$ cat src/rtl/mem_stage_if.sv
// rtl/mem_stage_if.sv - memory controller req/done bus between the MEM stage and the controller
// The master side issues a held request; the slave answers with a one-cycle done pulse.
interface mem_stage_if;
  logic        mem_req_out;
  logic        mem_we_out;
  logic [31:0] mem_addr_out;
  logic [31:0] mem_wdata_out;
  logic [1:0]  mem_len_out;
  logic        mem_done_in;
  logic [31:0] mem_rdata_in;

  modport master (
    output mem_req_out, mem_we_out, mem_addr_out, mem_wdata_out, mem_len_out,
    input  mem_done_in, mem_rdata_in
  );

  modport slave (
    input  mem_req_out, mem_we_out, mem_addr_out, mem_wdata_out, mem_len_out,
    output mem_done_in, mem_rdata_in
  );
endinterface

$ cat src/rtl/mem_stage.sv
// rtl/mem_stage.sv - MEM pipeline stage: load/store handshake, load extension, ALU pass-through
// Stalls earlier stages while an access is outstanding; DONE lasts one cycle so EX/MEM advances.
module mem_stage #(
  parameter int               CMD_W   = 6,
  parameter logic [CMD_W-1:0] CMD_LB  = 6'd11,
  parameter logic [CMD_W-1:0] CMD_LH  = 6'd12,
  parameter logic [CMD_W-1:0] CMD_LW  = 6'd13,
  parameter logic [CMD_W-1:0] CMD_LBU = 6'd14,
  parameter logic [CMD_W-1:0] CMD_LHU = 6'd15,
  parameter logic [CMD_W-1:0] CMD_SB  = 6'd16,
  parameter logic [CMD_W-1:0] CMD_SH  = 6'd17,
  parameter logic [CMD_W-1:0] CMD_SW  = 6'd18
) (
  input  logic             clk_in,
  input  logic             rst_in,
  input  logic             rdy_in,
  input  logic [CMD_W-1:0] cmdtype_in,
  input  logic [4:0]       rsd_addr_in,
  input  logic [31:0]      rsd_data_in,
  input  logic             write_rsd_in,
  input  logic [31:0]      mem_addr_in,
  input  logic [31:0]      store_data_in,
  mem_stage_if.master      mem,
  output logic             stall_req_out,
  output logic [4:0]       rsd_addr_out,
  output logic [31:0]      rsd_data_out,
  output logic             write_rsd_out
);

  typedef enum logic [1:0] {S_IDLE, S_BUSY, S_DONE} state_t;

  state_t      r_state;
  state_t      w_next;
  logic        r_req;
  logic        r_we;
  logic [31:0] r_addr;
  logic [31:0] r_wdata;
  logic [1:0]  r_len;
  logic [31:0] r_load;

  logic        w_is_mem;
  logic        w_is_load;
  logic        w_is_store;
  logic [1:0]  w_len;
  logic [31:0] w_ext;

  assign w_is_mem   = (cmdtype_in >= CMD_LB) && (cmdtype_in <= CMD_SW);
  assign w_is_load  = (cmdtype_in >= CMD_LB) && (cmdtype_in <= CMD_LHU);
  assign w_is_store = (cmdtype_in >= CMD_SB) && (cmdtype_in <= CMD_SW);

  always_comb begin
    w_len = 2'd3;
    case (cmdtype_in)
      CMD_LB, CMD_LBU, CMD_SB: w_len = 2'd0;
      CMD_LH, CMD_LHU, CMD_SH: w_len = 2'd1;
      default:                 w_len = 2'd3;
    endcase
  end

  // EX/MEM is frozen during BUSY, so cmdtype_in still names the access being completed.
  always_comb begin
    w_ext = mem.mem_rdata_in;
    case (cmdtype_in)
      CMD_LB:  w_ext = {{24{mem.mem_rdata_in[7]}}, mem.mem_rdata_in[7:0]};
      CMD_LH:  w_ext = {{16{mem.mem_rdata_in[15]}}, mem.mem_rdata_in[15:0]};
      CMD_LBU: w_ext = {24'd0, mem.mem_rdata_in[7:0]};
      CMD_LHU: w_ext = {16'd0, mem.mem_rdata_in[15:0]};
      default: w_ext = mem.mem_rdata_in;
    endcase
  end

  always_ff @(posedge clk_in) begin
    if (rst_in) begin
      r_state <= S_IDLE;
    end else if (rdy_in) begin
      r_state <= w_next;
    end
  end

  always_comb begin
    w_next = r_state;
    case (r_state)
      S_IDLE:  if (w_is_mem) w_next = S_BUSY;
      S_BUSY:  if (mem.mem_done_in) w_next = S_DONE;
      S_DONE:  w_next = S_IDLE;
      default: w_next = S_IDLE;
    endcase
  end

  always_ff @(posedge clk_in) begin
    if (rst_in) begin
      r_req   <= 1'b0;
      r_we    <= 1'b0;
      r_addr  <= 32'd0;
      r_wdata <= 32'd0;
      r_len   <= 2'd0;
      r_load  <= 32'd0;
    end else if (rdy_in) begin
      if (r_state == S_IDLE && w_is_mem) begin
        r_req   <= 1'b1;
        r_we    <= w_is_store;
        r_addr  <= mem_addr_in;
        r_wdata <= store_data_in;
        r_len   <= w_len;
      end else if (r_state == S_BUSY && mem.mem_done_in) begin
        r_req  <= 1'b0;
        r_load <= w_ext;
      end
    end
  end

  always_comb begin
    stall_req_out = 1'b0;
    rsd_data_out  = rsd_data_in;
    write_rsd_out = 1'b0;
    case (r_state)
      S_IDLE: stall_req_out = w_is_mem;
      S_BUSY: stall_req_out = 1'b1;
      S_DONE: if (w_is_load) rsd_data_out = r_load;
      default: stall_req_out = 1'b0;
    endcase
    write_rsd_out = write_rsd_in && !stall_req_out && !(r_state == S_DONE && w_is_store);
  end

  assign rsd_addr_out      = rsd_addr_in;
  assign mem.mem_req_out   = r_req;
  assign mem.mem_we_out    = r_we;
  assign mem.mem_addr_out  = r_addr;
  assign mem.mem_wdata_out = r_wdata;
  assign mem.mem_len_out   = r_len;

endmodule

$ cat src/flat_wrapper.sv
// flat-port wrapper written by rule: the top's interface ports become plain ports
module mem_stage_flat 
#(
  parameter int               CMD_W   = 6,
  parameter logic [CMD_W-1:0] CMD_LB  = 6'd11,
  parameter logic [CMD_W-1:0] CMD_LH  = 6'd12,
  parameter logic [CMD_W-1:0] CMD_LW  = 6'd13,
  parameter logic [CMD_W-1:0] CMD_LBU = 6'd14,
  parameter logic [CMD_W-1:0] CMD_LHU = 6'd15,
  parameter logic [CMD_W-1:0] CMD_SB  = 6'd16,
  parameter logic [CMD_W-1:0] CMD_SH  = 6'd17,
  parameter logic [CMD_W-1:0] CMD_SW  = 6'd18
)
  (clk_in, rst_in, rdy_in, cmdtype_in, rsd_addr_in, rsd_data_in, write_rsd_in, mem_addr_in, store_data_in, stall_req_out, rsd_addr_out, rsd_data_out, write_rsd_out, mem_mem_req_out, mem_mem_we_out, mem_mem_addr_out, mem_mem_wdata_out, mem_mem_len_out, mem_mem_done_in, mem_mem_rdata_in);
  mem_stage_if mem_i ();
  input  logic clk_in;
  input  logic rst_in;
  input  logic rdy_in;
  input  logic [CMD_W-1:0] cmdtype_in;
  input  logic [4:0] rsd_addr_in;
  input  logic [31:0] rsd_data_in;
  input  logic write_rsd_in;
  input  logic [31:0] mem_addr_in;
  input  logic [31:0] store_data_in;
  output logic stall_req_out;
  output logic [4:0] rsd_addr_out;
  output logic [31:0] rsd_data_out;
  output logic write_rsd_out;
  output wire logic [$bits(mem_i.mem_req_out)-1:0] mem_mem_req_out;
  output wire logic [$bits(mem_i.mem_we_out)-1:0] mem_mem_we_out;
  output wire logic [$bits(mem_i.mem_addr_out)-1:0] mem_mem_addr_out;
  output wire logic [$bits(mem_i.mem_wdata_out)-1:0] mem_mem_wdata_out;
  output wire logic [$bits(mem_i.mem_len_out)-1:0] mem_mem_len_out;
  input wire logic [$bits(mem_i.mem_done_in)-1:0] mem_mem_done_in;
  input wire logic [$bits(mem_i.mem_rdata_in)-1:0] mem_mem_rdata_in;
  assign mem_mem_req_out = mem_i.mem_req_out;
  assign mem_mem_we_out = mem_i.mem_we_out;
  assign mem_mem_addr_out = mem_i.mem_addr_out;
  assign mem_mem_wdata_out = mem_i.mem_wdata_out;
  assign mem_mem_len_out = mem_i.mem_len_out;
  assign mem_i.mem_done_in = mem_mem_done_in;
  assign mem_i.mem_rdata_in = mem_mem_rdata_in;
  mem_stage #(.CMD_W(CMD_W), .CMD_LB(CMD_LB), .CMD_LH(CMD_LH), .CMD_LW(CMD_LW), .CMD_LBU(CMD_LBU), .CMD_LHU(CMD_LHU), .CMD_SB(CMD_SB), .CMD_SH(CMD_SH), .CMD_SW(CMD_SW)) u_core (.clk_in(clk_in), .rst_in(rst_in), .rdy_in(rdy_in), .cmdtype_in(cmdtype_in), .rsd_addr_in(rsd_addr_in), .rsd_data_in(rsd_data_in), .write_rsd_in(write_rsd_in), .mem_addr_in(mem_addr_in), .store_data_in(store_data_in), .mem(mem_i), .stall_req_out(stall_req_out), .rsd_addr_out(rsd_addr_out), .rsd_data_out(rsd_data_out), .write_rsd_out(write_rsd_out));
endmodule
$ cat config.mk
export PLATFORM = sky130hd
export DESIGN_NAME = mem_stage_flat
export DESIGN_NICKNAME = d
export VERILOG_FILES = /design/src/rtl/mem_stage_if.sv /design/src/rtl/mem_stage.sv /design/src/flat_wrapper.sv
export SDC_FILE = /design/constraint.sdc
export NUM_CORES = 1
export LEC_CHECK = 0
export BUFFER_PORTS_ARGS = -buffer_cell sky130_fd_sc_hd__buf_2
export CORE_MARGIN = 10
export CORE_UTILIZATION = 28
export CTS_CLUSTER_DIAMETER = 120
export DETAILED_ROUTE_END_ITERATION = 7
export PLACE_DENSITY = 0.59
export SKIP_CTS_REPAIR_TIMING = 1
export SYNTH_ARGS = -nofsm -noshare
export SYNTH_HDL_FRONTEND = slang
export SYNTH_SLANG_ARGS = --single-unit
$ cat constraint.sdc
create_clock -name clk_in -period 4.4 [get_ports clk_in]
set_clock_uncertainty 0.05 [all_clocks]
set_input_delay 0.44 -clock clk_in [delete_from_list [all_inputs] [get_ports clk_in]]
set_output_delay 0.44 -clock clk_in [all_outputs]
set_load 0.05 [all_outputs]
== Yosys cells after proc, flatten, opt, wreduce, memory -nomap -nowiden ==
Cells that the tools add are included.
Cells by class
  $add $sub $neg: 0
  multipliers: 0
  div/mod/pow operators: 0
  $lt $le $gt $ge: 4
  eq/ne operators: 10
  shift operators: 0
  multiplexer cells: 10
  bitwise gates (word level): 1
  reduce and logical (&&, ||, !) cells: 18
Operators with widths (number)
  one-hot mux 32 bit (4 select lines): 1
  two-way mux 32 bit: 2
  equality test 6 x 4 -> 1 bit (second input constant): 4
  equality test 6 x 5 -> 1 bit (second input constant): 2
  logical AND 1 bit: 8
  one-hot mux 2 bit (2 select lines): 2
  greater-or-equal comparator 6 x 4 -> 1 bit (second input constant): 1
  greater-or-equal comparator 6 x 5 -> 1 bit (second input constant): 1
  less-or-equal comparator 6 x 4 -> 1 bit (second input constant): 1
  less-or-equal comparator 6 x 5 -> 1 bit (second input constant): 1
  AND reduction 3 bit: 2
  OR reduction 3 bit: 2
  two-way mux 2 bit: 2
  AND reduction 2 bit: 2
  equality test 2 x 1 -> 1 bit (second input constant): 1
  equality test 2 bit (second input constant): 1
  logical NOT 1 bit: 2
  logical NOT 2 bit: 1
  two-way mux 1 bit: 2
  inequality test 2 x 1 -> 1 bit (second input constant): 1
  inequality test 2 bit (second input constant): 1
  one-hot mux 1 bit (2 select lines): 1
  nonzero test 2 bit: 1
  NOT 1 bit: 1
Storage, ports and cells
  register bits: 102
  bits in latches: 0
  bits in writable memories: 0
  bits in read-only memories: 0
  input port bits: 144
  output and inout port bits: 107
  word-level logic and storage cells: 50
  memories: 0

== Depth between registers and ports, before layout ==
Gate-level depths: netlist of run 1.
  word-level depth: 6
  depth in mapped cells: 7

== Worst setup path after synthesis of run 1 ==
No wires, ideal clock.
  path kind: input -> output
  start point: input cmdtype_in[5]
  end point: output write_rsd_out
  arrival: 2.400 ns
  data required time: 3.910 ns
  setup slack: 1.510 ns
  stages on the path: 6
  path buffers: 2
  path through: or4b_4 o22a_1 buf_2 buf_6 a21oi_2 nor2_1
On the way
  longest elaborated chain between the ends: 6
  elaborated cells between the ends (all ways): 11
Ends and longest elaborated chain
  from (decl): RTL line flat_wrapper.sv:19  | input logic [CMD_W-1:0] cmdtype_in;
  greater-or-equal comparator 6 x 4 -> 1 bit or less-or-equal comparator 6 x 5 -> 1 bit (tied branches): RTL line mem_stage.sv:47  | assign w_is_mem = (cmdtype_in >= CMD_LB) && (cmdtype_in <= CMD_SW);
  logical AND 1 bit (*): RTL line mem_stage.sv:47
  one-hot mux 1 bit (2 select lines) (*): RTL line mem_stage.sv:116  | case (r_state)
  named net stall_req_out: RTL line flat_wrapper.sv:25  | output logic stall_req_out;
  logical NOT 1 bit (*): RTL line mem_stage.sv:122  | write_rsd_out = write_rsd_in && !stall_req_out && !(r_state == S_DONE && w_is_store);
  logical AND 1 bit (*) (2 in series): RTL line mem_stage.sv:122
  to (decl): RTL line flat_wrapper.sv:28  | output logic write_rsd_out;
The timed path passes the listed nets; every way through them passes the cells marked *.

== Worst setup path after layout of run 1 ==
  start point: input cmdtype_in[5]
  end point: output rsd_data_out[6]
On the way
  longest elaborated chain between the ends: 4
  elaborated cells between the ends (all ways): 5
Ends and longest elaborated chain
  greater-or-equal comparator 6 x 4 -> 1 bit or less-or-equal comparator 6 x 4 -> 1 bit (tied branches): RTL line mem_stage.sv:48  | assign w_is_load = (cmdtype_in >= CMD_LB) && (cmdtype_in <= CMD_LHU);
  logical AND 1 bit (*): RTL line mem_stage.sv:48
  two-way mux 32 bit (*): RTL line mem_stage.sv:119  | S_DONE: if (w_is_load) rsd_data_out = r_load;
  two-way mux 32 bit (*): RTL line mem_stage.sv:116
  to (decl): RTL line flat_wrapper.sv:27  | output logic [31:0] rsd_data_out;
Every way passes the cells marked *; elsewhere a longest branch is shown, timed or not.

==> qor.txt, run 1 <==
Synth Cell Area = 4440 µm²
Root Driver = clkbuf_16
Synth warn = 0
Post-layout minimum cycle time = 2.83 ns
Worst skew pair latency = 0.34 ns
Leak pwr = 2.56 nW
Total GRT Usage = 14.4%
Die area = 21300 µm²
H-tree levels = 3
RSZ-0062 raised after global routing = no
Num rows = 45
Worst rel slew slack = 23.1%
VDD IR-drop max = 0.204 mV
Iter 0 DRT Violations = 188
Critical path's largest stage delay = 0.56 ns
Final Hold Fails = 0
Clock Path Buffers = 2
Top_reg_cell synth = dfxtp_1
Register area share after synthesis = 46.0%
Final setup viols = 0
Seq cells post-synth = 102
Worst Path Required = 3.91 ns
Most frequent cell on the critical path = buf_2
Vias in the first global route = 4477
Async SR Flop Fraction = 0%
DR WL/cell = 17.3 µm
CP arrival = 2.34 ns
Crit-path cells = buf_2 -> or3b_1 -> nor3_4 -> buf_4 -> mux2_2 -> buf_2
Crit-path slowest cell = or3b_1
CTS tree = done
Main area contributors after synthesis = dfxtp_1 46%, a21oi_1 9.5%, o21ai_0 9.5%, mux2_2 7.6%, nand3_1 7.3%
Initial antenna violation count = 0
Core area = 15400 µm²
Flop2flop setup slack = 2.36 ns
Pwr per Cell Area = 347 nW/µm²
Hold Worst Slack = 0.283 ns
PnR Total Power = 2.09 mW
Syn-to-layout area delta = 35.5%
Chip Width = 146 µm
Dpl hpwl = 11700 µm
Post-route DRC = 0
Initial core utilization = 28.9%
Antenna-violating nets left = 0
Mapped Nets = 661
Cell taking the most area after synthesis = dfxtp_1
Worst Hold Class = primary input to flop
First-pass GRT wire length = 25200 µm
Routed wire length = 16200 µm
Top-count cell post-synth = dfxtp_1
Share of layout cells above drive strength 1 = 43.1%
Top-area cell type share of the netlist area = 46.0%
Vias post-DR = 4570
Setup TNS = 0 ns
Routability cong. = 0.822
Final worst path period share = 64.4%
Clock Sinks = 102
Slew @ Worst Pin = 1.15 ns
Fmax = 353 MHz
Avg Cell Area, Syn = 8.58 µm²
EDFF count, synth = 0
Final net count = 867
Max-cap violation count = 0
CP endpoint kind = output pin
Pins Over Slew Limit = 0
Post-synth top cells = 102 x dfxtp_1, 84 x a21oi_1, 84 x o21ai_0
GRT Residual Overflow = 0
Crit Path Class = primary input to output pin
Outcome = finished, final reports clean
IO Count = 251
IO buf count = 240
Avg Vias per Cell = 4.88
Pin count of the biggest net entering global routing = 68
Worst Path Max Fanout = 32
Mapped Cells = 517
Cell variety after synth = 40
Die H = 146 µm
DR pass1 iterations = 4
Startpoint types = primary input
CTS Buf Count = 9
Ant. Diodes = 0
Reg clk slew, reported paths = 0.07 ns
[cell usage in the layout (no fill, tap or decap), types with 2 or more instances in the layout]
master	count
clkbuf_16	9
nand3_1	65
nand2_1	37
nor3_1	10
o21ai_0	84
mux2_1	2
clkinv_2	2
a21oi_2	12
o22ai_1	7
nor2_1	3
mux2_2	30
buf_2	240
a21oi_1	84
buf_4	7
dfxtp_1	102
inv_1	5
[per-layer routing]
metal / global-route usage [%] / vias to the layer above / share of wire [%] / wire [µm]
met5: 0 / - / 0 / 0
met4: 4.65 / 0 / 1.5 / 236
met3: 5.12 / 11 / 7.0 / 1130
met2: 23.2 / 149 / 48 / 7840
met1: 17.3 / 2145 / 43 / 7040
li1: - / 2265 / - / -
[state kept, by name, summed over array words and instances (netlist names)]
name,flops
u_core.mem.mem_addr_out,32
u_core.mem.mem_req_out,1
u_core.r_load,32
u_core.r_state,2
u_core.mem.mem_wdata_out,32
u_core.mem.mem_we_out,1
u_core.mem.mem_len_out,2
[worst max-delay path, delay by kind of cell]
| family | cells | cell delay (ns) |
|---|---|---|
| buf+inv | 3 | 0.71 |
| mux | 1 | 0.38 |
| simple gates | 2 | 0.77 |
[final cells by class]
cell class,count,area [µm²]
Inverter,5,18.8
Sequential cell,102,2040
Clock inverter,4,48.8
Tap cell,211,264
Fill cell,1656,9360
Timing Repair Buffer,248,1270
Multi-Input combinational cell,357,2130
Clock buffer,10,239
[worst paths after layout]
kind	start	endpoint	depth (start not counted)
worst min-delay path	mem_mem_rdata_in[1]	u_core.r_load[1]	3
worst min register to register	u_core.r_load[1]	u_core.r_load[1]	2
worst max-delay path	cmdtype_in[5]	rsd_data_out[6]	6
worst max register to register	u_core.r_state[1]	u_core.mem.mem_addr_out[16]	3
[power by group]
| part | internal (mW) | total (mW) | switching (mW) |
|---|---|---|---|
| clock | 0.449 | 0.792 | 0.343 |
| combinational | 0.102 | 0.343 | 0.241 |
| sequential | 0.942 | 0.950 | 0.00864 |
[kinds of logic (layout without fill, tap and decap cells)]
group                  Yosys count  in the layout  synth area share, %
multiplexers                    32             32                 8.12
AO/OA/AOI/OAI                  197            197                 25.1
AND/OR/NAND/NOR                127            127                 14.0
buffers and inverters           58            267                 6.52
XOR/XNOR                         1              1                0.197
flip-flops                     102            102                 46.0
[metrics by stage]
step | setup slack (ns) | cell area, µm² | std cells | util, %
after floorplan | 1.51 | 4440 | 517 | -
after global placement | 1.61 | 5720 | 923 | 37.2
after detailed placement | 1.59 | 5720 | 923 | 37.2
after CTS | 1.58 | 6010 | 937 | 39.1
after global routing | 1.49 | 6010 | 937 | 39.1
final | 1.57 | 6010 | 937 | 39.1
Power figures use the tool's default switching activity.
==> run 2: changes to the inputs <==
- ABC_AREA: default -> 1
- PLACE_DENSITY: 0.59 -> 0.58
- clock period: 4.4 -> 2.64 ns (I/O delays scaled with it)
==> run 2 against run 1 <==
Net effect:
- largest cell class unchanged
- first-iteration DRC count decreased by 15%
- worst setup slack got worse by 1.2 ns
- sequential power increased by 68%
- critical path type is now flop to output pin
- hold slack got worse by 0.18 ns
==> qor.txt, run 2 <==
Top-area cell type share of the netlist area = 43.5% (-2.6 points)
Routability cong. = 0.890 (+8.2%)
DR pass1 iterations = 5 (+1)
Max-cap violation count = 0 (unchanged)
Synth Area in Simple Gates = 25.7% (+12 points)
Final net count = 965 (+11%)
Finished Core Util = 38.2% (-0.96 points)
VDD IR-drop max = 0.256 mV (+26%)
Antenna-violating nets left = 0 (unchanged)
Share of layout cells above drive strength 1 = 41.3% (-1.8 points)
Async SR Flop Fraction = 0% (unchanged)
Fin area = 6300 µm² (+4.9%)
DR WL/cell = 15.1 µm (-13%)
Post-synthesis xor/xnor area fraction = 0% (-0.20 points)
EDFF count, synth = 0 (unchanged)
Adder-cell area share of the yosys netlist = 0% (unchanged)
Crit Path Class = flop to output pin
Startpoint types = flop
Slew @ Worst Pin = 0.571 ns (-0.582 ns)
Total GRT Usage = 13.3% (-1.1 points)
Top-count cell post-synth = nand2_1
Combinational family with the most area after synthesis = simple AND/OR/NAND/NOR gates
FILL cells = 1773 (+7.1%)
Cell variety after synth = 25 (-38%)
IO buf count = 240 (unchanged)
Seq cells post-synth = 102 (unchanged)
Clock Power Share = 40.5% (+2.5 points)
Mapped Cells = 608 (+18%)
Pins Over Slew Limit = 0 (unchanged)
Pre-CTS setup slack = 0.703 ns (-0.886 ns)
Cells on worst reg2reg path = 4 (+1)
PnR Total Power = 3.67 mW (+76%)
Die H = 150 µm (+2.5%)
Hold_sp = mem_mem_rdata_in[10]
Setup TNS = 0 ns (unchanged)
Final worst path period share = 87.2%
Switching part of the total = 29.1% (+0.76 points)
Routed wire length = 15800 µm (-2.6%)
CP startpoint = u_core.r_state[1]
Worst Hold Path EP = u_core.r_load[10]
Fmax = 434 MHz
CP arrival = 1.99 ns (-0.35 ns)
Critical R2R Launch = u_core.r_state[1]
Initial core utilization = 28.4% (-0.42 points)
Top_reg_cell synth = dfxtp_1
Placed Area = 5970 µm² (+4.4%)
Worst Path Required = 2.33 ns (-1.58 ns)
Switch Pwr = 1.07 mW (+81%)
Cell taking the most area after synthesis = dfxtp_1
Critical path's largest stage delay = 0.41 ns (-0.15 ns)
CP Buf/Inv Count = 3 (unchanged)
Pin count of the biggest net entering global routing = 65 (-4.4%)
RSZ-0062 raised after global routing = no
Vias post-DR = 4673 (+2.3%)
Flop2flop setup slack = 1.05 ns (-1.31 ns)
Synth warn = 0 (unchanged)
Dpl hpwl = 11900 µm (+1.7%)
Leak pwr = 2.81 nW (+9.6%)
Avg Vias per Cell = 4.47 (-8.4%)
CP endpoint kind = output pin
Worst Path Max Fanout = 64 (+100%)
Num rows = 47 (+4.4%)
Final setup viols = 0 (unchanged)
Worst r2r dst = u_core.mem.mem_addr_out[5]
Reg power frac = 43.5% (-2.1 points)
Die area = 22400 µm² (+5.1%)
Outcome = finished, final reports clean
Register area share after synthesis = 43.5% (-2.6 points)
Iter 0 DRT Violations = 160 (-15%)
Multiplexer share of the synthesized area = 0% (-8.1 points)
Pwr per Cell Area = 582 nW/µm² (+68%)
Root Driver = clkbuf_16
Crit-path cells = inv_1 -> nor2_1 -> nand3_2 -> buf_4 -> o21ai_0 -> buf_2
Reg clk slew, reported paths = 0.07 ns (about the same)
Syn-to-layout area delta = 34.2%
Worst skew pair latency = 0.34 ns (about the same)
Synth Cell Area = 4700 µm² (+6.0%)
Post-synth top cells = 139 x nand2_1, 102 x dfxtp_1, 71 x a21oi_1
Chip Width = 150 µm (+2.5%)
Post-route DRC = 0 (unchanged)
Commonest non-fill, non-tap cell in the layout = buf_2
Crit-path slowest cell = dfxtp_1
Mapped Nets = 752 (+14%)
Final worst slack = 0.338 ns (-1.23 ns)
GRT Residual Overflow = 0 (unchanged)
CTS Buf Count = 9 (unchanged)
Avg Cell Area, Syn = 7.73 µm² (-9.9%)
IO Count = 251 (unchanged)
Core area = 16500 µm² (+7.5%)
Initial antenna violation count = 0 (unchanged)
Worst Hold Class = primary input to flop
Clock Path Buffers = 2 (unchanged)
Post-layout minimum cycle time = 2.30 ns
Clock Sinks = 102 (unchanged)
Main area contributors after synthesis = dfxtp_1 43%, nand2_1 11%, a21oi_1 7.6%, o21ai_0 6.9%, nand3_2 6.8%
H-tree levels = 3 (unchanged)
Compound-gate portion of the synthesized area = 20.9% (-4.2 points)
Number of stages on the worst hold path = 3 (unchanged)
CTS tree = done
First-pass GRT wire length = 24100 µm (-4.3%)
Commonest cells after routing, fill and taps aside = 240 x buf_2, 139 x nand2_1, 102 x dfxtp_1, 71 x a21oi_1, 65 x o21ai_0
Vias in the first global route = 4505 (+0.63%)
Comb pwr share = 16.1% (-0.4 points)
Final Hold Fails = 0 (unchanged)
Delay-heaviest family, CP = buffers and inverters
Worst rel slew slack = 61.9% (+39 points)
Internal = 2.60 mW (+74%)
Ant. Diodes = 0 (unchanged)
## run 2: worst max-delay path by stage
stage                  endpoint  slack, ns  cells after the start
4_1_cts        rsd_data_out[29]       0.31                      6
2_1_floorplan   rsd_data_out[0]       0.24                      5
5_1_grt        rsd_data_out[29]       0.19                      6
6_report       rsd_data_out[29]       0.34                      6
3_5_place_dp   rsd_data_out[29]       0.70                      6
3_3_place_gp   rsd_data_out[29]       0.69                      6
## run 2: area by class of cell
type | count | area, µm² | share of cell area, %
Tap cell | 220 | 275 | 4.37
Clock buffer | 9 | 225 | 3.57
Clock inverter | 7 | 105 | 1.67
Multi-Input combinational cell | 410 | 2190 | 34.7
Timing Repair Buffer | 250 | 1290 | 20.4
Sequential cell | 102 | 2040 | 32.4
Inverter | 48 | 180 | 2.86
## run 2: logic make-up (layout without fill, tap and decap cells)
logic type | count (synthesis) | after routing
AO/OA/AOI/OAI | 170 | 170
buffers and inverters | 96 | 314
flip-flops | 102 | 102
AND/OR/NAND/NOR | 240 | 240
## run 2: worst register-to-register path, delay by kind of cell (launching register included)
family,cells,cell delay (ns)
flip-flops,1,0.35
buffers and inverters,1,0.50
AND/OR/NAND/NOR,2,0.46
AO/OA/AOI/OAI,1,0.16
## run 2: metal layers
metal / global-route usage, % / vias to the layer above / routed length, µm
met5: 0 / - / 0
met4: 4.42 / 0 / 206
met3: 6.49 / 16 / 1870
li1: - / 2420 / -
met1: 15.7 / 2055 / 6780
met2: 20.5 / 182 / 6960
## run 2: power groups by stage
stage | Sequential, mW | Combinational (mW) | Clock, mW
2_1_floorplan | 1.71 | 0.335 | 0
3_3_place_gp | 1.63 | 0.595 | 0
3_5_place_dp | 1.63 | 0.596 | 0
4_1_cts | 1.59 | 0.598 | 1.54
5_1_grt | 1.60 | 0.641 | 1.59
6_report | 1.60 | 0.589 | 1.48
## run 2: stage by stage
stage	hold slack, ns	cells
final	0.108	1046
after global routing	0.107	1046
after CTS	0.0903	1046
after detailed placement	0.393	1030
after global placement	0.389	1030
after floorplan	0.322	608
